==> config.mk <==
export PLATFORM = sky130hd
export DESIGN_NAME = modport_ram
export DESIGN_NICKNAME = d
export VERILOG_FILES = /design/src/rtl/modport_ram_pkg.sv /design/src/rtl/modport_ram_array.sv /design/src/rtl/modport_ram.sv
export SDC_FILE = /design/constraint.sdc
export NUM_CORES = 1
export LEC_CHECK = 0
export CAP_MARGIN = 20
export CORE_UTILIZATION = 41
export CTS_CLUSTER_DIAMETER = 60
export DETAILED_ROUTE_END_ITERATION = 8
export GPL_TIMING_DRIVEN = 0
export PLACE_DENSITY_LB_ADDON = 0.05
export SLEW_MARGIN = 20
export SYNTH_ARGS = -nofsm -noshare
export SYNTH_HDL_FRONTEND = slang
export SYNTH_SLANG_ARGS = --single-unit
export TNS_END_PERCENT = 100
==> constraint.sdc <==
create_clock -name clk -period 1.96 [get_ports clk]
set_clock_uncertainty 0.2 [all_clocks]
set_input_delay 0.196 -clock clk [delete_from_list [all_inputs] [get_ports clk]]
set_output_delay 0.196 -clock clk [all_outputs]
set_load 0.005 [all_outputs]
==> src/rtl/modport_ram_pkg.sv <==
// +------------------------------------------------------------------+
// | modport_ram_pkg : shared sizes and word/address types for the RAM |
// | Revision: 1.0                                                     |
// +------------------------------------------------------------------+
`default_nettype none

package modport_ram_pkg;
  localparam int DATA_WIDTH = 8;
  localparam int ADDR_WIDTH = 5;
  localparam int DEPTH      = 2 ** ADDR_WIDTH;

  typedef logic [DATA_WIDTH-1:0] data_t;
  typedef logic [ADDR_WIDTH-1:0] addr_t;
endpackage

`default_nettype wire

==> src/rtl/modport_ram_array.sv <==
// +------------------------------------------------------------------+
// | modport_ram_array : DEPTH x DATA_WIDTH storage, sync write,        |
// | combinational read, synchronous clear of every word on rst.       |
// | Revision: 1.0                                                     |
// +------------------------------------------------------------------+
`default_nettype none

module modport_ram_array
  import modport_ram_pkg::*;
(
  input  logic  clk,
  input  logic  rst,
  input  logic  we,
  input  addr_t addr,
  input  data_t wdata,
  output data_t rdata
);

  data_t r_mem [DEPTH];

  always_ff @(posedge clk) begin
    if (rst) begin
      for (int i = 0; i < DEPTH; i++) begin
        r_mem[i] <= '0;
      end
    end else if (we) begin
      r_mem[addr] <= wdata;
    end
  end

  // Pre-edge contents: the top registers this, giving read-before-write.
  assign rdata = r_mem[addr];

endmodule

`default_nettype wire

==> src/rtl/modport_ram.sv <==
// +------------------------------------------------------------------+
// | modport_ram : 32x8 RAM, shared address, registered 1-cycle read.  |
// | Option: MODPORT_RAM_WRITE_FIRST_EN selects write-first bypass.    |
// | Revision: 1.0                                                     |
// +------------------------------------------------------------------+
`default_nettype none

module modport_ram
  import modport_ram_pkg::*;
(
  input  logic                  clk,
  input  logic                  rst,
  input  logic                  wr_en,
  input  logic                  rd_en,
  input  logic [ADDR_WIDTH-1:0] addr,
  input  logic [DATA_WIDTH-1:0] data_in,
  output logic [DATA_WIDTH-1:0] data_out
);

  data_t w_rdata;
  data_t w_rd_next;
  data_t r_data_out;

  modport_ram_array u_array (
    .clk   (clk),
    .rst   (rst),
    .we    (wr_en),
    .addr  (addr),
    .wdata (data_in),
    .rdata (w_rdata)
  );

`ifdef MODPORT_RAM_WRITE_FIRST_EN
  assign w_rd_next = wr_en ? data_in : w_rdata;
`else
  assign w_rd_next = w_rdata;
`endif

  // Output only moves on a read or reset; otherwise it holds.
  always_ff @(posedge clk) begin
    if (rst) begin
      r_data_out <= '0;
    end else if (rd_en) begin
      r_data_out <= w_rd_next;
    end
  end

  assign data_out = r_data_out;

endmodule

`default_nettype wire

==> flow_summary.json, run 1 <==
{
  "dieArea_um2": 30700,
  "cts_max_level": 1,
  "hold_viol": 0,
  "synthFlopType": "edfxtp_1",
  "routed_wl_um": 37700,
  "r2r_slack_ns": -0.05,
  "crit_type": "reg -> reg",
  "syn_to_final_growth_pct": 21.0,
  "rsz0062_at_grt": "true",
  "hpwl_um": 25900,
  "cp.arrival_ns": 2.22,
  "vias": 7736,
  "first_pass_iters": 6,
  "ant_nets": 0,
  "critPathRequiredTime_ns": 2.17,
  "synth_common_cells": "256 x and2_1, 256 x edfxtp_1, 46 x nor2_1",
  "grt_use_total": 0.250,
  "whs_endpoint": "data_out[0]",
  "drv_slew": 0,
  "gp_congestion": 0.925,
  "die_x_um": 175,
  "syn-num-nets": 874,
  "ys_warn_count": 0,
  "grt_pass1_wl_um": 54000,
  "worst_path_max_delay_cell": "mux4_2",
  "synth_top_cell_area_share": 0.625,
  "hold_class": "in -> reg",
  "antenna_found_initial": 2,
  "fp.coreArea_um2": 29600,
  "num_antenna_cells": 0,
  "wire_per_inst_um": 27.4,
  "utilization": 0.503,
  "drive_above_1_share": 0.265,
  "floorplan.initialDensity": 0.416,
  "p_leak_nw": 5.22,
  "clk_path_buf_depth": 3,
  "grt_pass1_vias": 7705,
  "syn-mean-instance-area_um2": 14.4,
  "peakVddDrop_v": 0.000685,
  "dieHeight_um": 175,
  "dpl_worst_slack_ns": -1.80,
  "ctsHoldBuffers": 0,
  "ys_ff_latch": 264,
  "synth-async-reset-ratio": 0,
  "numCtsBuffers": 30,
  "power.density_nw_per_um2": 875,
  "root_buffer": "clkbuf_16",
  "r2r-end": "data_out[5]",
  "synth_area_um2": 12300,
  "hold_ws_ns": 0.162,
  "rr_worst_depth": 5,
  "rows": 63,
  "insertion_delay_ns": 0.56,
  "drv_cap": 0,
  "worstHoldStart": "addr[0]",
  "seq_area_frac_synth": 0.638,
  "grt_max_degree": 15,
  "status": "finished, violations left",
  "hold_depth": 4,
  "end_kind": "flip-flop",
  "synth.distinct_cells": 52,
  "synth_top_area_cell": "edfxtp_1",
  "setup_violations": 7,
  "maxSlewHeadroom": 0.312,
  "post-route-period-util": 1.03,
  "worstSetupStartpointType": "flip-flop",
  "portBuffers": 22,
  "io_pins": 25,
  "overflow": 0,
  "cts_tree": "yes",
  "nNetsFinal": 981,
  "reg2reg_from": "u_array.r_mem[31][5]",
  "synth_edf_count": 256,
  "fin_crit_ns": 2.01,
  "drc_errors": 0,
  "synth.area.top_cells": "edfxtp_1 62%, and2_1 13%, mux4_2 7.7%",
  "path_cells": "mux4_2 > nand2b_4 > nand4_1 > a211oi_4 > a211oi_1",
  "violations": "negative setup slack",
  "tightest_slew_ns": 1.03,
  "fmax_mhz": 497,
  "clock_sinks": 264,
  "cp_slowest_stage_delay_ns": 0.57,
  "drt_iter0_drc": 841,
  "setup_slack_ns": -0.0504,
  "cp_max_fo": 1,
  "via_per_inst": 5.62,
  "syn_inst": 857,
  "clk_pin_slew_ns": 0.06
}
-- how the worst max path moves through the flow --
stage	from	end	slack, ns	depth (start not counted)
2_1_floorplan	addr[0]	u_array.r_mem[12][0]	-0.04	6
3_3_place_gp	addr[1]	u_array.r_mem[2][7]	-1.81	7
3_5_place_dp	addr[1]	u_array.r_mem[2][2]	-1.80	7
4_1_cts	u_array.r_mem[31][5]	data_out[5]	-0.06	5
5_1_grt	u_array.r_mem[6][4]	data_out[4]	-0.07	5
6_report	u_array.r_mem[31][5]	data_out[5]	-0.05	5
-- flip-flops by register name (all words and copies together), names as in the netlist --
register	cells
data_out	8
u_array.r_mem	256
-- routing by layer --
layer	wire [um]	global-route usage	vias up
met5	0	0	-
met4	1010	0.0721	0
met3	2540	0.0389	69
met2	18000	0.405	309
met1	16200	0.348	3988
li1	-	-	3370
-- report_power, final --
group	switching (mW)	leakage, nW	total [mW]	internal, mW
clock	2.23	0.442	5.24	3.00
combinational	0.759	2.27	1.21	0.455
sequential	0.0932	2.50	6.58	6.49
total	3.08	5.22	13.0	9.94
-- cell usage in the layout (no fill, tap or decap), types with 3 or more instances in the layout --
cell type          n
a211oi_1           3
a21oi_1            5
a22o_1             7
a311oi_1           5
a32oi_1            3
and2_1           256
buf_2              4
buf_4             58
buf_6              9
buf_8              5
clkbuf_1          37
clkbuf_16         31
clkdlybuf4s50_1   19
clkinv_1           6
clkinv_2           5
dfxtp_1            8
edfxtp_1         256
mux2i_1           31
mux2i_2            5
mux4_2            42
nand2_1           14
nand2b_1           6
nand3_1            3
nand3b_1           5
nor2_1            13
nor2_4            32
nor2b_1            3
nor3_1             6
o22ai_1            8
or2_2              4
or2_4             30
or3_1              3
-- what timing repair did --
action / 4_1_cts / 5_1_grt
gates resized for setup: 112 / 12
gates cloned: 0 / 0
setup endpoints to repair: 520 / 239
pin swaps: 19 / 30
setup buffers: 7 / 50
-- final cells by class --
cell class | count | area [um^2]
repair buffers | 79 | 672
plain buffers | 54 | 348
multi-input cells | 534 | 4610
clock buffers | 38 | 802
flip-flops and latches | 264 | 7850
well taps | 390 | 488
inverters | 1 | 3.75
clock inverters | 16 | 110
fillers | 2577 | 14700
-- metrics by stage --
step	cell area [um^2]	setup TNS, ns	std cells	total power, mW
2_1_floorplan	12400	-2.23	857	7.27
3_3_place_gp	13100	-657.10	1269	7.77
5_1_grt	14900	-0.764	1376	13.4
3_5_place_dp	13100	-670.61	1269	7.80
6_report	14900	-0.146	1376	13.0
4_1_cts	14500	-0.258	1326	13.1
-- logic make-up after synthesis --
group                  Yosys count  synth area share
buffers and inverters           59            0.0258
AND/OR/NAND/NOR                396             0.191
AO/OA/AOI/OAI                   55            0.0341
multiplexers                    83             0.112
flip-flops                     264             0.638
-- worst max-delay path: cells and delay by family (launching register included) --
| family | cells | cell delay, ns |
|---|---|---|
| mux | 1 | 0.57 |
| compound gates | 2 | 0.44 |
| flops | 1 | 0.38 |
| simple gates | 2 | 0.27 |
No activity file was read; power rests on OpenSTA's default activity.
==> run 2, diff against run 1 <==
- SETUP_SLACK_MARGIN: not set -> 0.2
==> flow_summary.json, run 2 (synthesis results as in run 1) <==
{
  "status": "finished, violations left",
  "violations": "negative setup slack",
  "setup_violations": 2,
  "fmax_mhz": 499,
  "clock_sinks": 264,
  "dieHeight_um": 175,
  "cts_max_level": 1,
  "utilization": 0.501,
  "cts_tree": "yes",
  "clk_path_buf_depth": 3,
  "overflow": 0,
  "whs_endpoint": "data_out[3]",
  "final_area_um2": 14800,
  "p_leak_nw": 5.20,
  "portBuffers": 22,
  "power.density_nw_per_um2": 871,
  "tightest_slew_ns": 0.902,
  "numCtsBuffers": 29,
  "drt_iter0_drc": 756,
  "maxSlewHeadroom": 0.399,
  "post-route-period-util": 1.02,
  "vias": 7684,
  "ff_latch_area_um2": 7850,
  "via_per_inst": 5.64,
  "grt_pass1_vias": 7789,
  "worst_path_max_delay_cell": "mux4_2",
  "antenna_found_initial": 1,
  "floorplan.initialDensity": 0.416,
  "place_area_um2": 13400,
  "drive_above_1_share": 0.265,
  "gp_congestion": 0.916,
  "root_buffer": "clkbuf_16",
  "end_kind": "flip-flop",
  "syn_to_final_growth_pct": 20.5,
  "clk_pin_slew_ns": 0.06,
  "path_cells": "mux4_2 > a21boi_2 > o2111ai_2 > a221oi_2 > a311oi_1",
  "dieArea_um2": 30700,
  "cp_max_fo": 1,
  "multi_input_area_um2": 4640,
  "crit_type": "reg -> reg",
  "grt_max_degree": 15,
  "ant_nets": 0,
  "fp.coreArea_um2": 29600,
  "peakVddDrop_v": 0.000633,
  "critPathRequiredTime_ns": 2.16,
  "hold_depth": 4,
  "hold_viol": 0,
  "largest_register_ffs": 256,
  "regMostFlops": "u_array.r_mem",
  "ctsHoldBuffers": 0,
  "rsz0062_at_grt": "true",
  "io_pins": 25,
  "wire_per_inst_um": 28.0,
  "routed_wl_um": 38100,
  "cp.arrival_ns": 2.21,
  "hpwl_um": 26000,
  "r2r_slack_ns": -0.04,
  "fin_crit_ns": 2.00,
  "drc_errors": 0,
  "grt_pass1_wl_um": 54900,
  "rr_worst_depth": 5,
  "setup_slack_ns": -0.0428,
  "worstSetupStartpointType": "flip-flop",
  "nNetsFinal": 967,
  "die_x_um": 175,
  "reg2reg_from": "u_array.r_mem[19][6]",
  "first_pass_iters": 5,
  "insertion_delay_ns": 0.56,
  "hold_class": "in -> reg",
  "grt_use_total": 0.255,
  "r2r-end": "data_out[6]",
  "rows": 63,
  "fillers": 2563,
  "cp_slowest_stage_delay_ns": 0.53,
  "worstHoldStart": "addr[0]",
  "drv_slew": 0,
  "mostFrequentLayoutCells": "256 x and2_1, 256 x edfxtp_1, 43 x mux4_2, 39 x clkbuf_1, 39 x buf_4",
  "drv_cap": 0
}
[run 2: cell count changes in the layout (fill, tap and decap cells not counted), moves of 7 or more]
| cell | delta |
|---|---|
| clkbuf_2 | +7 |
| buf_12 | +7 |
| buf_4 | -19 |
| clkdlybuf4s50_1 | -10 |
| dlygate4sd2_1 | +8 |
[run 2: layout make-up]
cell class	count	share of cell area
inverter	1	0.000253
tap	390	0.0329
multi-input combinational	535	0.313
antenna	1	0.000169
clock buffer	41	0.0520
clock inverter	12	0.00616
sequential	264	0.530
buffer	58	0.0305
timing repair buffer	61	0.0352
[run 2: metal layers]
metal	up-vias	global-route usage	wire length, um
li1	3340	-	-
met1	3994	0.357	16400
met2	284	0.421	18400
met3	66	0.0355	2450
met4	0	0.0605	988
met5	-	0	0
[run 2: per-stage QoR]
stage / power, mW / hold slack [ns] / TNS, ns / setup WS (ns) / std cells
after CTS: 12.9 / 0.0290 / -0.649 / -0.0605 / 1348
after global placement: 7.82 / 0.284 / -468.71 / -1.37 / 1269
final: 12.9 / 0.0499 / -0.0815 / -0.0428 / 1363
after detailed placement: 7.84 / 0.283 / -477.62 / -1.38 / 1269
after floorplan: 7.31 / 0.194 / 0 / 0.0682 / 857
after global routing: 13.2 / 0.0867 / -0.168 / -0.108 / 1362
[run 2: worst max-delay path by stage]
stage                      endpoint                 start  cells past startpoint  slack (ns)
4_1_cts                 data_out[5]  u_array.r_mem[25][5]                      5       -0.06
3_3_place_gp    u_array.r_mem[2][7]               addr[1]                      7       -1.37
5_1_grt                 data_out[6]  u_array.r_mem[19][6]                      5       -0.11
2_1_floorplan  u_array.r_mem[15][0]               addr[0]                      7        0.07
3_5_place_dp    u_array.r_mem[2][7]               addr[1]                      7       -1.38
6_report                data_out[6]  u_array.r_mem[19][6]                      5       -0.04
[run 2: timing repair]
item,4_1_cts,5_1_grt
pin swaps,45,11
gates cloned,0,1
endpoints found under the setup margin,522,357
gates resized for setup,72,19
setup buffers,26,13
[run 2: worst max-delay path: cells and delay by family, from the launching register on]
family          cells  cell delay, ns
compound gates      4            0.78
mux                 1            0.53
flops               1            0.35
[run 2: where the power goes]
group	total (mW)	switching, mW	internal, mW
sequential	6.59	0.0984	6.49
combinational	1.22	0.761	0.463
clock	5.10	2.24	2.86
total	12.9	3.10	9.81
==> run 3, diff against run 2 <==
--- a/config.mk
+++ b/config.mk
@@ -11,5 +11,5 @@
 export DETAILED_ROUTE_END_ITERATION = 8
 export GPL_TIMING_DRIVEN = 0
-export PLACE_DENSITY_LB_ADDON = 0.05
+export PLACE_DENSITY = 0.65
 export SETUP_SLACK_MARGIN = 0.2
 export SLEW_MARGIN = 20
==> constraint.sdc (replaced) <==
create_clock -name clk -period 1.96 [get_ports clk]
set_clock_uncertainty 0.2 [all_clocks]
set_input_delay 0.196 -clock clk [delete_from_list [all_inputs] [get_ports clk]]
set_output_delay 0.196 -clock clk [all_outputs]
set_load 0.1 [all_outputs]
==> flow_summary.json, run 3 (synthesis results as in run 1) <==
{
  "nNetsFinal": 966,
  "cts_max_level": 1,
  "portBuffers": 22,
  "setup_violations": 1,
  "hpwl_um": 23700,
  "grt_max_degree": 14,
  "grt_pass1_vias": 7636,
  "numCtsBuffers": 28,
  "peakVddDrop_v": 0.000597,
  "tightest_slew_ns": 0.946,
  "timing.setup.tns_ns": -0.0787,
  "ant_nets": 0,
  "gp_congestion": 0.963,
  "place_area_um2": 13400,
  "vias": 7716,
  "status": "finished, violations left",
  "fin_crit_ns": 2.04,
  "root_buffer": "clkbuf_16",
  "insertion_delay_ns": 0.55,
  "overflow": 0,
  "cts_tree": "yes",
  "regMostFlops": "u_array.r_mem",
  "fp.coreArea_um2": 29600,
  "dieHeight_um": 175,
  "cp_max_fo": 1,
  "critPathRequiredTime_ns": 2.17,
  "rsz0062_at_grt": "true",
  "io_pins": 25,
  "clk_pin_slew_ns": 0.06,
  "syn_to_final_growth_pct": 20.1,
  "wire_per_inst_um": 25.8,
  "dpl_worst_slack_ns": -1.33,
  "drv_cap": 0,
  "crit_type": "reg -> reg",
  "rows": 63,
  "clk_path_buf_depth": 3,
  "power.density_nw_per_um2": 892,
  "utilization": 0.500,
  "first_pass_iters": 5,
  "drive_above_1_share": 0.262,
  "maxSlewHeadroom": 0.369,
  "antenna_found_initial": 1,
  "r2r_slack_ns": -0.08,
  "post-route-period-util": 1.04,
  "p_leak_nw": 5.20,
  "hold_class": "in -> reg",
  "hold_viol": 0,
  "violations": "negative setup slack",
  "clock_sinks": 264,
  "setup_slack_ns": -0.0787,
  "worstSetupStartpointType": "flip-flop",
  "end_kind": "flip-flop",
  "fmax_mhz": 491,
  "via_per_inst": 5.67,
  "routed_wl_um": 35100,
  "drt_iter0_drc": 774,
  "die_x_um": 175,
  "grt_pass1_wl_um": 51500,
  "drc_errors": 0,
  "final_area_um2": 14800,
  "cp.arrival_ns": 2.25,
  "dieArea_um2": 30700,
  "mostFrequentLayoutCells": "256 x and2_1, 256 x edfxtp_1, 48 x buf_4, 42 x mux4_2, 38 x clkbuf_1",
  "ctsHoldBuffers": 0,
  "grt_use_total": 0.235,
  "drv_slew": 0,
  "floorplan.initialDensity": 0.416,
  "largest_register_ffs": 256
}
run 3: cell count changes in the layout (fill, tap and decap cells not counted), moves of 3 or more:
cell	delta
dlygate4sd2_1	-9
dfxtp_1	+5
buf_6	+5
mux2i_1	+5
dfxtp_2	-5
buf_4	+9
clkbuf_2	-3
mux2i_2	-3
buf_12	-4
run 3: power by group:
group	internal [mW]	total (mW)	leakage, nW	switching, mW
logic	0.449	1.28	2.25	0.828
registers	6.48	6.58	2.50	0.0977
clock network	3.17	5.32	0.453	2.15
total	10.1	13.2	5.20	3.07
run 3: what timing repair did:
action / CTS / global route
setup buffers: 28 / 12
hold endpoints to repair: 0 / 0
endpoints found under the setup margin: 528 / 392
gates resized for setup: 96 / 9
pin swaps: 42 / 10
run 3: through the flow:
| step | std cells | hold WS, ns | power [mW] |
|---|---|---|---|
| floorplan | 857 | 0.194 | 7.42 |
| global placement | 1269 | 0.318 | 7.89 |
| detailed placement | 1269 | 0.319 | 7.91 |
| CTS | 1349 | 0.0327 | 13.2 |
| global route | 1362 | 0.0662 | 13.5 |
| finish | 1362 | 0.0302 | 13.2 |
run 3: path summary, 6_finish.rpt:
path	start	endpoint	cells after the start
worst min register to register	data_out[7]	data_out[7]	2
worst min-delay path	addr[0]	data_out[3]	4
worst max register to register	u_array.r_mem[19][6]	data_out[6]	5
worst max-delay path	u_array.r_mem[19][6]	data_out[6]	5
run 3: area by class of cell:
class | count | area (um^2)
fill | 2536 | 14800
sequential | 264 | 7850
multi-input combinational | 534 | 4580
clock buffer | 40 | 787
timing repair buffer | 62 | 527
tap | 390 | 488
buffer | 58 | 410
clock inverter | 12 | 131
inverter | 1 | 3.75
antenna | 1 | 2.50
run 3: routing by layer:
metal  share of wire  up-vias  global-route usage
li1                -     3359                   -
met1            0.43     3898               0.336
met2            0.46      365               0.365
met3           0.072       94              0.0311
met4           0.040        0              0.0870
met5               0        -                   0
run 3: critical path, cell delays in order (launching register included):
cell,delay (ns)
edfxtp_1,0.38
mux4_2,0.54
a21boi_2,0.21
o2111ai_2,0.18
a221oi_2,0.27
a311oi_1,0.13
